File: src/rtl/threshold_sar_ctrl.sv
// threshold_sar_ctrl: MSB-first successive-approximation controller for the threshold sensor.
// Optional feature macro THRESHOLD_SAR_MAJORITY_EN: each bit decision is a 3-sample majority vote.
module threshold_sar_ctrl #(
    parameter int CODE_W        = 3,
    parameter int SETTLE_CYCLES = 16,
    parameter int SYNC_STAGES   = 2
) (
    input  logic              clk,
    input  logic              rst,
    input  logic              start,
    input  logic              cont,
    input  logic              cmp_in,
    output logic [CODE_W-1:0] code_out,
    output logic              busy,
    output logic [CODE_W-1:0] result,
    output logic              result_valid,
    input  logic              result_ready,
    output logic              overrun
);

    localparam int IDX_W = (CODE_W > 1) ? $clog2(CODE_W) : 1;
    localparam int CNT_W = $clog2(SETTLE_CYCLES + 1);

    localparam logic [CODE_W-1:0] MSB_CODE = CODE_W'(1) << (CODE_W - 1);
    localparam logic [IDX_W-1:0]  IDX_MSB  = IDX_W'(CODE_W - 1);
    localparam logic [CNT_W-1:0]  CNT_LOAD = CNT_W'(SETTLE_CYCLES - 1);

    // The settle window must also flush the comparator synchronizer.
    if (SETTLE_CYCLES < SYNC_STAGES + 1) begin : g_bad_settle
        $error("SETTLE_CYCLES must be at least SYNC_STAGES+1");
    end
    if (CODE_W < 1 || SYNC_STAGES < 1) begin : g_bad_width
        $error("CODE_W and SYNC_STAGES must be at least 1");
    end

    typedef enum logic [1:0] {
        IDLE,
        SETTLE,
        SAMPLE
    } state_t;

    state_t            state_reg, state_next;
    logic [CODE_W-1:0] code_reg, code_next;
    logic [IDX_W-1:0]  idx_reg, idx_next;
    logic [CNT_W-1:0]  cnt_reg, cnt_next;
    logic [CODE_W-1:0] result_reg, result_next;
    logic              valid_reg, valid_next;
    logic              overrun_reg, overrun_next;
    logic [SYNC_STAGES-1:0] sync_reg, sync_next;
`ifdef THRESHOLD_SAR_MAJORITY_EN
    logic [1:0]        phase_reg, phase_next;
    logic [1:0]        samp_reg, samp_next;
`endif

    logic              cmp_s;
    logic [CODE_W-1:0] trial_code;
    logic              decide;
    logic              bit_value;
    logic              complete;

    assign sync_next[0] = cmp_in;
    for (genvar gi = 1; gi < SYNC_STAGES; gi++) begin : g_sync
        assign sync_next[gi] = sync_reg[gi-1];
    end
    assign cmp_s = sync_reg[SYNC_STAGES-1];

    always_ff @(posedge clk) begin
        if (rst) begin
            state_reg   <= IDLE;
            code_reg    <= '0;
            idx_reg     <= '0;
            cnt_reg     <= '0;
            result_reg  <= '0;
            valid_reg   <= 1'b0;
            overrun_reg <= 1'b0;
            sync_reg    <= '0;
`ifdef THRESHOLD_SAR_MAJORITY_EN
            phase_reg   <= '0;
            samp_reg    <= '0;
`endif
        end else begin
            state_reg   <= state_next;
            code_reg    <= code_next;
            idx_reg     <= idx_next;
            cnt_reg     <= cnt_next;
            result_reg  <= result_next;
            valid_reg   <= valid_next;
            overrun_reg <= overrun_next;
            sync_reg    <= sync_next;
`ifdef THRESHOLD_SAR_MAJORITY_EN
            phase_reg   <= phase_next;
            samp_reg    <= samp_next;
`endif
        end
    end

    always_comb begin
        state_next   = state_reg;
        code_next    = code_reg;
        idx_next     = idx_reg;
        cnt_next     = cnt_reg;
        result_next  = result_reg;
        valid_next   = valid_reg;
        overrun_next = overrun_reg;
        trial_code   = code_reg;
        decide       = 1'b0;
        bit_value    = cmp_s;
        complete     = 1'b0;
`ifdef THRESHOLD_SAR_MAJORITY_EN
        phase_next   = phase_reg;
        samp_next    = samp_reg;
`endif

        case (state_reg)
            IDLE: begin
                if (start || cont) begin
                    state_next = SETTLE;
                    code_next  = MSB_CODE;
                    idx_next   = IDX_MSB;
                    cnt_next   = CNT_LOAD;
                end
            end
            SETTLE: begin
                if (cnt_reg == '0) begin
                    state_next = SAMPLE;
`ifdef THRESHOLD_SAR_MAJORITY_EN
                    phase_next = '0;
`endif
                end else begin
                    cnt_next = cnt_reg - 1'b1;
                end
            end
            SAMPLE: begin
`ifdef THRESHOLD_SAR_MAJORITY_EN
                // Two earlier samples are held; the third arrives on the deciding cycle.
                if (phase_reg == 2'd2) begin
                    decide    = 1'b1;
                    bit_value = (samp_reg[1] & samp_reg[0]) | (samp_reg[1] & cmp_s)
                              | (samp_reg[0] & cmp_s);
                end else begin
                    phase_next = phase_reg + 2'd1;
                    samp_next  = {samp_reg[0], cmp_s};
                end
`else
                decide = 1'b1;
`endif
                if (decide) begin
                    trial_code[idx_reg] = bit_value;
                    if (idx_reg != '0) begin
                        trial_code[idx_reg - 1'b1] = 1'b1;
                        code_next  = trial_code;
                        idx_next   = idx_reg - 1'b1;
                        cnt_next   = CNT_LOAD;
                        state_next = SETTLE;
                    end else begin
                        complete    = 1'b1;
                        result_next = trial_code;
                        if (cont) begin
                            state_next = SETTLE;
                            code_next  = MSB_CODE;
                            idx_next   = IDX_MSB;
                            cnt_next   = CNT_LOAD;
                        end else begin
                            state_next = IDLE;
                            code_next  = trial_code;
                        end
                    end
                end
            end
            default: state_next = IDLE;
        endcase

        // A completion wins over acceptance: valid stays high carrying the new result.
        if (complete) begin
            valid_next = 1'b1;
            if (valid_reg) begin
                overrun_next = result_ready ? 1'b0 : 1'b1;
            end
        end else if (valid_reg && result_ready) begin
            valid_next   = 1'b0;
            overrun_next = 1'b0;
        end
    end

    assign code_out     = code_reg;
    assign busy         = (state_reg != IDLE);
    assign result       = result_reg;
    assign result_valid = valid_reg;
    assign overrun      = overrun_reg;

endmodule

File: config.mk
export PLATFORM = sky130hd
export DESIGN_NAME = threshold_sar_ctrl
export DESIGN_NICKNAME = d
export VERILOG_FILES = /design/src/rtl/threshold_sar_ctrl.sv
export SDC_FILE = /design/constraint.sdc
export NUM_CORES = 1
export LEC_CHECK = 0
export CAP_MARGIN = 0
export CORE_MARGIN = 10
export CORE_UTILIZATION = 40
export DETAILED_ROUTE_END_ITERATION = 10
export GPL_ROUTABILITY_DRIVEN = 0
export PLACE_DENSITY = 0.71
export SKIP_LAST_GASP = 1
export SLEW_MARGIN = 20
export SYNTH_ARGS = -nofsm -noshare
export SYNTH_HDL_FRONTEND = slang
export SYNTH_SLANG_ARGS = --single-unit
File: constraint.sdc
create_clock -name clk -period 3.7 [get_ports clk]
set_input_delay 0.925 -clock clk [delete_from_list [all_inputs] [get_ports clk]]
set_output_delay 0.925 -clock clk [all_outputs]
set_load 0.01 [all_outputs]
==> results.py <==
metrics = {
    "clocking": {
        "cts_sinks": 19,
        "cts_resized": 0,
        "cts_buffers": 3,
        "cts_max_level": 1,
        "cts_setup_buffers": 0,
        "clkLatencyLatePin_ns": 0.29,
        "clk_pin_slew_ns": 0.11,
        "cts_tree": "built",
        "cts_buffer_depth": 2,
        "cts-root-buf": "clkbuf_4",
        "ctsHoldBuffers": 0,
    },
    "synth": {
        "syn_area_um2": 935,
        "syn_area_per_cell_um2": 9.07,
        "synth.distinct_cells": 34,
        "synth_top_area_cell": "dfxtp_1",
        "synth_top_area_share_pct": 40.7,
        "synth_cells": 103,
        "synth_nets": 116,
        "ys_ff_latch": 19,
        "yosysSeqAreaShare_pct": 40.7,
        "yosysWarningCount": 0,
        "netlist_top_cells_area": "dfxtp_1, ha_1, nor2_1",
    },
    "detailed_routing": {
        "drc": 0,
        "first_pass_iters": 4,
        "viasPerCell": 5.23,
        "wirelength_mm": 1.83,
        "vias": 764,
        "wl_per_cell_um": 12.5,
        "drtAntennaViolNets": 0,
        "drt_first_iter_violations": 37,
    },
    "die": {
        "die-width_um": 68.3,
        "die_area_um2": 4670,
        "rows": 17,
        "die_h_um": 68.3,
        "io_pins": 15,
        "design.core.area_um2": 2210,
        "initial_core_util_pct": 42.3,
    },
    "power": {
        "ir_worst_vdd_mv": 0.212,
        "p_per_area_nw_per_um2": 397,
        "power_leakage_uw": 0.000429,
        "finalPower_uw": 445,
    },
    "setup_path": {
        "end_kind": "output port",
        "arrival_ns": 1.44,
        "slowest_delay_ns": 0.54,
        "crit_type": "reg2out",
        "path_cells": "or2_1, clkdlybuf4s50_1",
        "cp_max_fo": 7,
        "cp_slowest_cell": "clkdlybuf4s50_1",
        "start_kind": "register",
        "cp.buffers_inverters": 1,
        "cpLargestDelayFamily": "buffers and inverters",
        "cp.required_ns": 2.77,
    },
    "finish": {
        "diodes": 0,
        "num-fill-cells": 214,
        "largest_reg_flops": 5,
        "register_area_um2": 380,
        "layout_common_cells": "dfxtp_1, clkdlybuf4s50_1, nor2_1",
        "nNetsFinal": 132,
        "final_layout_size_suffix_gt1_share_pct": 7.63,
        "multi_input_area_um2": 509,
        "final_common_cell": "dfxtp_1",
        "synthToLayoutAreaGrowth_pct": 20.1,
    },
    "sta": {
        "period_share_pct": 63.8,
        "period_needed_ns": 2.36,
        "hold_viol_final": 0,
        "final-setup-viol-count": 0,
        "drv_slew": 0,
        "relSlewSlack_pct": 55.6,
        "whs_ns": 0.458,
        "clock.fmax_mhz": 424,
        "setup_tns_ns": 0,
        "rsz0062_at_grt": "false",
        "worst_pin_slew_ns": 0.664,
        "finClkSkew_ns": 0.00777,
    },
    "global_route": {
        "grt_antenna_before_repair": 0,
        "grt_max_degree": 21,
        "grt_pass1_vias": 740,
        "grt.total_usage_pct": 8.59,
        "overflow": 0,
        "grt_pass1_wl_mm": 3.18,
    },
    "placed_design": {
        "numPortBuffers": 14,
        "place.detailed.hpwl_mm": 1.42,
    },
    "hold_path": {
        "worstHoldPathType": "reg2reg",
    },
    "outcome": {
        "outcome": "completed",
    },
    "job": {
        "maxCapViolCount": 0,
    },
}
## where the power goes
part / switching, uW / internal (uW)
registers: 17.7 / 222
logic: 54.4 / 50.3
clock network: 60.3 / 40.1
total: 132 / 313
## cells by family after synthesis
family	count (synthesis)	share of synthesized area, %
multiplexers	3	3.21
AND/OR/NAND/NOR	41	25.2
AO/OA/AOI/OAI	22	16.7
adder cells (fa/ha/maj)	7	9.37
buffers and inverters	11	4.82
flip-flops	19	40.7
## cell usage after synthesis, drive strengths merged
cell	number
dfxtp	19
nor2	12
inv	8
ha	7
nand2b	6
nor2b	5
nand2	4
nor3	4
o21ai	4
a211oi	3
a21oi	3
a311oi	3
mux2i	3
a22oi	2
clkbuf	2
o22ai	2
or2	2
or3	2
a21boi	1
a221oi	1
a31oi	1
and2	1
and2b	1
buf	1
nand3	1
nand3b	1
nand4b	1
nor4b	1
o31ai	1
o32ai	1
## area by class of cell
class	count	area share [%]
multi-input combinational	73	45.4
sequential	19	33.9
timing repair buffer	14	12.5
tap	28	3.12
inverter	8	2.68
clock buffer	3	2.01
clock inverter	1	0.446
## path summary, 6_finish.rpt
| check | endpoint | depth (start not counted) | slack, ns | from |
|---|---|---|---|---|
| worst min register to register | sync_reg[1] | 1 | 0.46 | sync_reg[0] |
| worst max register to register | cnt_reg[1] | 6 | 1.94 | idx_reg[0] |
| worst max-delay path | busy | 2 | 1.34 | state_reg[0] |
| worst min-delay path | sync_reg[1] | 1 | 0.46 | sync_reg[0] |
## stage by stage
stage	cell area, um^2	utilization, %	setup slack (ns)	instances
6_report	1120	50.7	1.34	146
5_1_grt	1120	50.7	1.25	146
4_1_cts	1120	50.7	1.32	146
3_5_place_dp	1090	49.5	1.24	142
3_3_place_gp	1090	49.5	1.35	142
2_1_floorplan	935	-	1.99	103
## metal layers
layer | global-route usage [%] | routed length, um | vias to the layer above | part of all wire [%]
met5 | 0 | 0 | - | 0
met4 | 2.51 | 12 | 0 | 0.66
met3 | 3.43 | 127 | 2 | 7.0
met2 | 13.1 | 807 | 16 | 44
met1 | 10.8 | 876 | 357 | 48
li1 | - | - | 389 | -
No activity file was read; power rests on OpenSTA's default activity.
==> variant: new RTL, same flow settings <==
Add a define of `THRESHOLD_SAR_MAJORITY_EN`.
--- a/src/rtl/threshold_sar_ctrl.sv
+++ b/src/rtl/threshold_sar_ctrl.sv
@@ -1,5 +1,7 @@
 // threshold_sar_ctrl: MSB-first successive-approximation controller for the threshold sensor.
 // Optional feature macro THRESHOLD_SAR_MAJORITY_EN: each bit decision is a 3-sample majority vote.
+`define THRESHOLD_SAR_MAJORITY_EN
+
 module threshold_sar_ctrl #(
     parameter int CODE_W        = 3,
     parameter int SETTLE_CYCLES = 16,
Check against the original RTL: same outputs for any inputs over 10 cycles, from zero or initial values and one cycle with rst high; that may be too few to reach the edited logic, so the function may still have changed.
==> variant against the unedited design <==
- cell count rose by 23%
- area after synthesis rose by 26%
- largest cell class unchanged
- total power rose by 16%
- worst setup slack got worse by 100 ps
- utilization fell by 1.7 points
- sequential share of layout area fell by 0.098 points
- sequential cell count rose by 4
- clock power rose by 16%
- non-clock buffer count rose by 1
- cell area rose by 21%
- global-route usage rose by 0.94 points
- routed wire length rose by 38%
==> variant: results (changes against the unedited design) <==
| Metric | Value |
|---|---|
| Status | complete, no violations (unchanged) |
| F_max | 406 MHz (was 424 MHz) |
| Routed via count | 1013 (was 764) |
| Post-Place Cells | 175 (was 142) |
| Wirelength per Cell | 14.0 um (was 12.5 um) |
| GRT Util Overall | 9.53% (was 8.59%) |
| R2r endpoint | cnt_reg[2] (was cnt_reg[1]) |
| First-pass GRT wire length | 4230 um (was 3180 um) |
| Reg clk slew, reported paths | 130 ps (was 110 ps) |
| Relative slew slack | 62.6% (was 55.6%) |
| Routed WL | 2510 um (was 1830 um) |
| Layout Nets | 163 (was 132) |
| Internal power | 0.358 mW (was 0.313 mW) |
| Initial drt markers | 35 (was 37) |
| Syn_area_per_cell | 8.78 um2 (was 9.07 um2) |
| Worst path arrival time | 1540 ps (was 1440 ps) |
| Synth Net Count | 148 (was 116) |
| Largest net degree at the start of global routing | 14 (was 21) |
| Worst-skew pair later-pin latency | 310 ps (was 290 ps) |
| Share of layout cells above drive strength 1 | 6.76% (was 7.63%) |
| Sequential Power Share | 54.4% (was 53.9%) |
| Leak pwr | 0.536 nW (was 0.429 nW) |
| Seq/Total Area, Yosys | 39.1% (was 40.7%) |
| R2R setup slack | 1740 ps (was 1940 ps) |
| HPWL Detailed | 1970 um (was 1420 um) |
| Crit-path max cell delay | 480 ps (was 540 ps) |
| Worst vdd ir | 248 uV (was 212 uV) |
| Comb. pwr | 0.120 mW (was 0.105 mW) |
| Setup WS pre-CTS | 1120 ps (was 1240 ps) |
| Top cells by area, synth | dfxtp_1 39%, ha_1 8.5%, a21oi_1 3.8%, nor2_1 3.8%, nor2b_1 3.7% (was dfxtp_1 41%, ha_1 9.4%, nor2_1 4.8%, nand2b_1 4.0%, mux2i_1 3.2%) |
| Fillcell total | 269 (was 214) |
| Crit Path Max Fanout | 12 (was 7) |
-- variant: cell types whose count changed after synthesis, moves of 3 or more --
cell / change
a21oi_1: +6
nor2b_1: +3
nand2b_1: -4
nand2_1: +5
dfxtp_1: +4
inv_1: +3
-- variant: worst register-to-register path: stages, from the launching register on --
cell and delay [ps]:
dfxtp_1 400, inv_1 110, ha_1 310, and3b_1 220
o22a_1 210, or4_1 480, a31oi_1 160
-- variant: cells by family after synthesis --
logic type | count (synthesis) | share of synthesized area, %
and+or+nand+nor | 46 | 21.2
AOI/OAI and AO/OA | 38 | 22.8
muxes | 3 | 2.55
adders and majority gates | 8 | 8.51
buffers and inverters | 16 | 5.85
DFF | 23 | 39.1
-- variant: metal layers --
metal	global-route usage, %	vias up	routed length, um
met4	3.66	0	31
met1	12.0	482	1180
met2	15.6	12	1220
li1	-	513	-
met5	0	-	0
met3	1.99	6	82
-- variant: worst min-delay path by stage --
| stage | startpoint | end | slack, ps | cells past startpoint |
|---|---|---|---|---|
| final | sync_reg[0] | sync_reg[1] | 460 | 1 |
| after global routing | sync_reg[0] | sync_reg[1] | 480 | 1 |
| after CTS | sync_reg[0] | sync_reg[1] | 470 | 1 |
| after detailed placement | sync_reg[0] | sync_reg[1] | 430 | 1 |
| after global placement | sync_reg[0] | sync_reg[1] | 430 | 1 |
| after floorplan | sync_reg[0] | sync_reg[1] | 410 | 1 |
-- variant: area by class of cell --
type                            instances  area (um2)  share of cell area, %
Timing Repair Buffer                   15         148                   10.8
Sequential cell                        23         460                   33.8
Clock inverter                          1        5.00                  0.367
Multi-Input combinational cell         95         647                   47.5
Clock buffer                            3        22.5                   1.65
Inverter                               11        41.3                   3.03
Tap cell                               31        38.8                   2.85
